### src/rtl/arb_pkg.sv
// Shared types and constants for the 4-way round-robin grant arbiter.
package arb_pkg;

  localparam int NUM_REQ = 4;
  localparam int IDX_W   = 2;
  localparam int CNT_W   = 8;

  typedef enum logic {
    IDLE  = 1'b0,
    GRANT = 1'b1
  } state_e;

  // First set request bit strictly after 'last', wrapping; 'last' itself is checked last.
  function automatic logic [IDX_W-1:0] rr_pick(input logic [NUM_REQ-1:0] req_vec,
                                               input logic [IDX_W-1:0]   last);
    logic [IDX_W-1:0] cand;
    rr_pick = last;
    for (int k = NUM_REQ; k >= 1; k--) begin
      cand = last + IDX_W'(k);
      if (req_vec[cand]) rr_pick = cand;
    end
  endfunction

endpackage

### src/rtl/decoder_2to4.sv
// 2-to-4 one-hot decoder with enable; output is all zero when disabled.
module decoder_2to4 (
  input  logic [1:0] idx,
  input  logic       en,
  output logic [3:0] dec
);

  always_comb begin
    dec = 4'b0000;
    if (en) dec = 4'b0001 << idx;
  end

endmodule

### src/rtl/grant_arbiter_4.sv
// Round-robin arbiter for 4 requesters with one idle cycle between grants.
// Define ARB_TIMEOUT_EN to revoke a grant after HOLD_MAX cycles and pulse timeout.
module grant_arbiter_4
  import arb_pkg::*;
#(
  parameter int HOLD_MAX = 8
) (
  input  logic               clk,
  input  logic               rst_n,
  input  logic [NUM_REQ-1:0] req,
  input  logic               done,
  output logic [NUM_REQ-1:0] gnt,
  output logic               gnt_valid,
  output logic [IDX_W-1:0]   gnt_idx,
  output logic               timeout
);

  if (HOLD_MAX < 2 || HOLD_MAX > 255) begin : g_hold_range_bad
    $error("grant_arbiter_4: HOLD_MAX must be in 2..255");
  end

  state_e           state_q, state_d;
  logic [IDX_W-1:0] idx_q, idx_d;
  logic             release_now;

`ifdef ARB_TIMEOUT_EN
  logic [CNT_W-1:0] cnt_q, cnt_d;
  logic             timeout_q, timeout_d;
  logic             expire;
`endif

  always_comb begin
    state_d     = state_q;
    idx_d       = idx_q;
    release_now = 1'b0;
`ifdef ARB_TIMEOUT_EN
    expire      = (state_q == GRANT) && (cnt_q == CNT_W'(HOLD_MAX - 1));
`endif
    case (state_q)
      IDLE: begin
        if (|req) begin
          state_d = GRANT;
          idx_d   = rr_pick(req, idx_q);
        end
      end
      GRANT: begin
        release_now = done || !req[idx_q];
`ifdef ARB_TIMEOUT_EN
        release_now = release_now || expire;
`endif
        if (release_now) state_d = IDLE;
      end
      default: state_d = IDLE;
    endcase
`ifdef ARB_TIMEOUT_EN
    // A normal release on the expiry cycle takes precedence, so no timeout pulse.
    timeout_d = expire && !done && req[idx_q];
    cnt_d     = ((state_q == GRANT) && !release_now) ? cnt_q + CNT_W'(1) : '0;
`endif
  end

  always_ff @(posedge clk or negedge rst_n) begin
    if (!rst_n) begin
      state_q <= IDLE;
      idx_q   <= IDX_W'(NUM_REQ - 1);
    end else begin
      state_q <= state_d;
      idx_q   <= idx_d;
    end
  end

`ifdef ARB_TIMEOUT_EN
  always_ff @(posedge clk or negedge rst_n) begin
    if (!rst_n) begin
      cnt_q     <= '0;
      timeout_q <= 1'b0;
    end else begin
      cnt_q     <= cnt_d;
      timeout_q <= timeout_d;
    end
  end

  assign timeout = timeout_q;
`else
  assign timeout = 1'b0;
`endif

  assign gnt_valid = (state_q == GRANT);
  assign gnt_idx   = idx_q;

  decoder_2to4 u_dec (
    .idx (idx_q),
    .en  (gnt_valid),
    .dec (gnt)
  );

endmodule

### config.mk
export PLATFORM = sky130hd
export DESIGN_NAME = grant_arbiter_4
export DESIGN_NICKNAME = d
export VERILOG_FILES = /design/src/rtl/arb_pkg.sv /design/src/rtl/decoder_2to4.sv /design/src/rtl/grant_arbiter_4.sv
export SDC_FILE = /design/constraint.sdc
export NUM_CORES = 1
export LEC_CHECK = 0
export CAP_MARGIN = 10
export CORE_AREA = 3 3 40 42
export CTS_BUF_LIST = sky130_fd_sc_hd__clkbuf_8 sky130_fd_sc_hd__clkbuf_16
export CTS_CLUSTER_DIAMETER = 50
export DETAILED_ROUTE_END_ITERATION = 16
export DIE_AREA = 0 0 43 45
export PLACE_DENSITY_LB_ADDON = 0.1
export SKIP_CTS_REPAIR_TIMING = 1
export SLEW_MARGIN = 30
export SYNTH_ARGS = -nofsm -noshare
export SYNTH_HDL_FRONTEND = slang
export SYNTH_SLANG_ARGS = --single-unit
### constraint.sdc
create_clock -name clk -period 2 [get_ports clk]
set_clock_uncertainty 0.2 [all_clocks]
set_input_delay 0.2 -clock clk [delete_from_list [all_inputs] [get_ports clk]]
set_output_delay 0.2 -clock clk [all_outputs]
set_load 0.01 [all_outputs]
Yosys cells after proc, flatten, opt, wreduce, memory -nomap -nowiden
Cells that the tools add are included.
- flip-flop bits (word level): 3
- bits of input ports: 7
- output and inout port bits: 8
- word-level logic and storage cells: 31
- $add $sub $neg: 3
- magnitude comparators: 4
- shifts and indexed selects: 1
- mux-type cells: 15
- bitwise gates (word level): 1
- reduce and logical (&&, ||, !) cells: 5
- operators with widths (operator ; count):
    < comparator 2 x 3 -> 1 bit, second input constant ; 4
    binary-select mux 1 bit (select 2 bit) ; 4
    2-to-1 mux 1 bit ; 6
    2-to-1 mux 2 bit ; 3
    adder 2 bit, second input constant ; 2
    2-to-1 mux 4 bit ; 1
    OR reduction 4 bit ; 1
    << shifter 1 x 2 -> 4 bit, first input constant ; 1
    AND reduction 3 bit ; 1
    nonzero test 3 bit ; 1
    adder 2 x 1 -> 2 bit, second input constant ; 1
    one-hot mux 1 bit (2 select lines) ; 1
    logical NOT 1 bit ; 1
    logical OR 1 bit ; 1
    NOT 1 bit ; 1

Logic depth before layout (Yosys ltp)
Gate-level depths: netlist of run 1.
- word-level depth: 6
- gate-level depth with buffers: 7

Cells and area by module
From an unflattened synthesis of run 1, not the netlist that was laid out.
- cells, all modules: 39
- area, all modules: 334.1 um2
- modules (own cells, without submodules) (module ; instances ; cells an instance ; area an instance (um2)):
    grant_arbiter_4 ; 1 ; 35 ; 296.5
    decoder_2to4 ; 1 ; 4 ; 37.5

Worst setup path before layout of run 1
No wires, ideal clock.
- path kind: register to register
- start point: register idx_q[0], in the netlist gnt_idx[0]
- end point: register idx_q[1], in the netlist gnt_idx[1]
- library setup time: 0.073 ns
- arrival: 1.758 ns
- required time: 1.727 ns
- slack: -0.031 ns
- cell stages (with the launch flop): 7
- path buffers: 1
- path through: dfstp_2 buf_6 inv_1 ha_1 nor4b_1 or3_1 o2bb2ai_1
- longest elaborated chain between the ends: 5
- elaborated cells on any way between the ends: 14
- ends and longest elaborated chain (what ; RTL line ; RTL):
    start: declaration ; grant_arbiter_4.sv:23 ; logic [IDX_W-1:0] idx_q, idx_d;
    start signal: assignment ; grant_arbiter_4.sv:65 ; idx_q <= IDX_W'(NUM_REQ - 1);
    start signal: assignment ; grant_arbiter_4.sv:68 ; idx_q <= idx_d;
    adder 2 bit / adder 2 x 1 -> 2 bit (equally long branches) ; arb_pkg.sv:19 ; cand = last + IDX_W'(k);
    binary-select mux 1 bit (select 2 bit) ; arb_pkg.sv:20 ; if (req_vec[cand]) rr_pick = cand;
    2-to-1 mux 1 bit (implied by the code) ; arb_pkg.sv:20 ;
    nonzero test 3 bit (no source line) / 2-to-1 mux 2 bit (equally long branches) ; -- ;
    AND reduction 3 bit (no source line) / 2-to-1 mux 2 bit (equally long branches) ; -- ;
Several ways; a longest one is shown, not always the timed one. The select of a mux whose other input is x is not followed.
A chain may end at the register's enable or synchronous reset.

Worst setup path in the final report of run 1
Ends and elaborated chain as after synthesis.

==> results of run 1 <==
logic make-up (layout without fill, tap and decap cells):
group                    Yosys count  after routing
AO/OA/AOI/OAI                     13             13
adder cells (fa/ha/maj)            4              4
buffers and inverters              8             31
flip-flops                         3              3
multiplexers                       4              4
other                              1              1
AND/OR/NAND/NOR                   19             19
per-layer routing:
layer / GRT usage (%) / share of wire [%] / vias up
met5: 0 / 0 / -
met4: 14.5 / 3.8 / 0
met3: 1.99 / 5.9 / 5
met2: 19.8 / 46 / 20
met1: 15.7 / 44 / 210
li1: - / - / 239
tightest hold or removal path, stage by stage:
cell	delay, ns
clkdlybuf4s50_1	0.39
inv_1	0.05
a31o_1	0.13
cell type report:
type,count,area share [%]
sequential,3,11.0
clock buffer,3,5.85
multi-input combinational,41,45.9
inverter,3,2.13
tap,15,2.66
clock inverter,1,0.532
timing repair buffer,24,31.9
per-stage QoR:
stage | utilization, % | TNS (ns) | area, sq um
6_report | 54.9 | 0 | 706
5_1_grt | 54.9 | -0.0634 | 706
4_1_cts | 50.7 | -0.362 | 652
3_5_place_dp | 47.2 | 0 | 607
3_3_place_gp | 47.2 | 0 | 607
2_1_floorplan | - | 0 | 454
Yosys cell counts (all sizes together) (2+ instances only):
| master | n |
|---|---|
| inv | 3 |
| buf | 5 |
| mux2i | 3 |
| and2 | 4 |
| dfstp | 2 |
| nor2 | 5 |
| ha | 4 |
| a21oi | 3 |
| nor3 | 3 |
| o21ai | 2 |
| nor4 | 2 |
sequential cells by signal, summed over array words and instances (netlist names):
| register | flops |
|---|---|
| gnt_idx | 2 |
| gnt_valid | 1 |
final timing paths:
check	startpoint	slack (ns)	cells after the start	end
worst max-delay path	gnt_idx[0]	0.02	5	gnt_idx[1]
worst min-delay path	done	0.39	3	gnt_valid
worst max register to register	gnt_idx[0]	0.02	5	gnt_idx[1]
worst min register to register	gnt_idx[1]	0.48	2	gnt_idx[1]
max in group asynchronous	rst_n	0.88	2	gnt_idx[0]
min in group asynchronous	rst_n	0.51	2	gnt_valid
power by group through the flow:
stage	clock network (mW)	logic [mW]	registers [mW]
final	0.174	0.751	0.164
after global routing	0.182	0.814	0.175
after CTS	0.176	0.678	0.165
after detailed placement	0	0.678	0.164
after global placement	0	0.675	0.165
after floorplan	0	0.433	0.165
layout by cell type (no fill, tap or decap), drive strengths merged:
cell           synthesis  final
a41oi                  1      1
inv                    3      3
clkinvlp               0      1
nor4                   2      2
a21oi                  3      3
a32oi                  1      1
mux2i                  3      3
conb                   1      1
nor2                   5      5
and2                   4      4
or3                    1      1
o21ai                  2      2
o22ai                  1      1
nor3                   3      3
dfstp                  2      2
buf                    5     10
ha                     4      4
nor3b                  1      1
dlygate4sd3            0      1
clkdlybuf4s50          0      9
nand2                  1      1
nand2b                 1      1
clkbuf                 0      3
o311ai                 1      1
nor4b                  1      1
a31o                   1      1
dfrtp                  1      1
a221oi                 1      1
o211a                  1      1
mux4                   1      1
o2bb2ai                1      1
dlymetal6s2s           0      4
==> key figures, run 1 <==
Detailed routing
  • Via density per instance: 5.27
  • Final wirelength: 1300 um
  • DR pass1 iterations: 4
  • DRC: 0
  • Post-DRT Antenna Nets: 0
  • Routed via count: 474
  • Routed WL per cell: around 14 um
  • Iteration-0 DRC Markers: 10

Worst setup path
  • Crit path required time: 1.95 ns
  • Crit-path leading delay family: flip-flops
  • Crit-path cells: clkinvlp_4 -> ha_4 -> nor4b_1 -> or3_1 -> o2bb2ai_1
  • Crit path max fanout: 7
  • Startpoint types: register
  • CP endpoint kind: register
  • Crit Path Class: register to register
  • Max stage delay cell, worst path: dfstp_2
  • CP arrival: 1.93 ns
  • Buf+Inv Stages, Crit Path: 1
  • CP max stage delay: 0.57 ns

Global routing
  • Initial antenna violation count: 0
  • First-pass GRT wire length: 1800 um
  • GRT overflow: 0
  • Pin count of the biggest net entering global routing: 10
  • GRT Total Usage: approximately an eighth
  • Number of global-route vias before repair: 419

Power
  • P_leak: between 0.3 and 0.4 nW
  • Logic pwr share: 68.9%
  • Internal power: roughly 0.66 mW
  • Sequential power share: 15.1%
  • Switching share of power: approximately 40%
  • Power Density: 1540 mW/mm^2
  • VDD IR max: 539 uV
  • P_sw: between 0.4 and 0.5 mW
  • Total power: between 1 and 1.5 mW
  • Clock Power Share: approximately 16%

Floorplanning
  • Die X-Extent: 43 um
  • Core box area: around 0.0013 sq mm
  • Io pins: 15
  • DIE AREA: roughly 0.0019 sq mm
  • Initial Util: around a third
  • # rows: 13
  • Die height: 45 um

STA
  • Final setup fails: 0
  • Worst setup margin: 0.0166 ns
  • Period minus WS final: around 2.0 ns
  • Fin crit share: 99.2%
  • Fin. Hold Viols: 0
  • Max-slew violation count: 0
  • Fmax: 504 MHz
  • Final Hold Slack: 0.388 ns

Yosys
  • Top cell type by total area after synthesis: dfstp_2
  • Top cells by area, synth: dfstp_2, ha_1, mux2i_1
  • Count of cell types in the netlist: 30
  • Mean Syn Cell Area: 8.49 sq um
  • Yosys top cell area share: 11.9%
  • Post-Syn Area: 442 sq um
  • EDFF count, synth: 0
  • Largest family of logic cells by synthesized area: simple AND/OR/NAND/NOR gates
  • Syn nets: 63
  • Area fraction in compound gates after synthesis: 21.2%
  • Share of flip-flops with an asynchronous set or reset: 100%
  • Area share of fa/ha/maj cells after synthesis: 11.3%
  • Synth Area in XOR/XNOR: 0%
  • Sequential area share after synthesis: 17.6%
  • Post-synthesis mux area share: 11.9%
  • Simple-gate portion of the synthesized area: 25.2%
  • Cells after synthesis: 52
  • Yosys warnings: 0
  • Synth Flop Type: dfstp_2
  • #FFs+latches synth: 3

CTS
  • Htree depth: 1
  • Clock sinks: 3
  • Clock slew at reported path FFs: 0.03 ns
  • Clk Tree Root Cell: clkbuf_8
  • TritonCTS clock tree: done
  • Clk buf depth: 2
  • Worst-Skew Late Latency: 0.22 ns
  • Total CTS buffers: 3

Layout
  • Sequential Area: between 70 and 80 sq um
  • Area growth syn-to-layout: 59.8%
  • Layout cell share with drive strength beyond 1: approximately 28%
  • Post-layout instance count excluding filler cells: 90
  • Multi-input logic area: about 320 sq um
  • N_diodes: 0
  • Layout Nets: 87
  • Fill cells: 117

Placed design
  • Hpwl dp: 831 um
  • Pre-CTS setup slack: 0.0909 ns
  • Placed insts: 81
  • Final GP Congestion: 0.766
  • Port-buffer cells: 13

Job
  • Max Cap Viol: 0

Outcome
  • Outcome: completed

Min path
  • Hold Path Class: primary input to register
(Power assumes the default switching activity.)
==> inputs of run 2 (changes only) <==
Settings changed: CTS_CLUSTER_SIZE from default to 14.
==> results of run 2 <==
The final DEF is identical to that of run 1; final timing and power are the same.
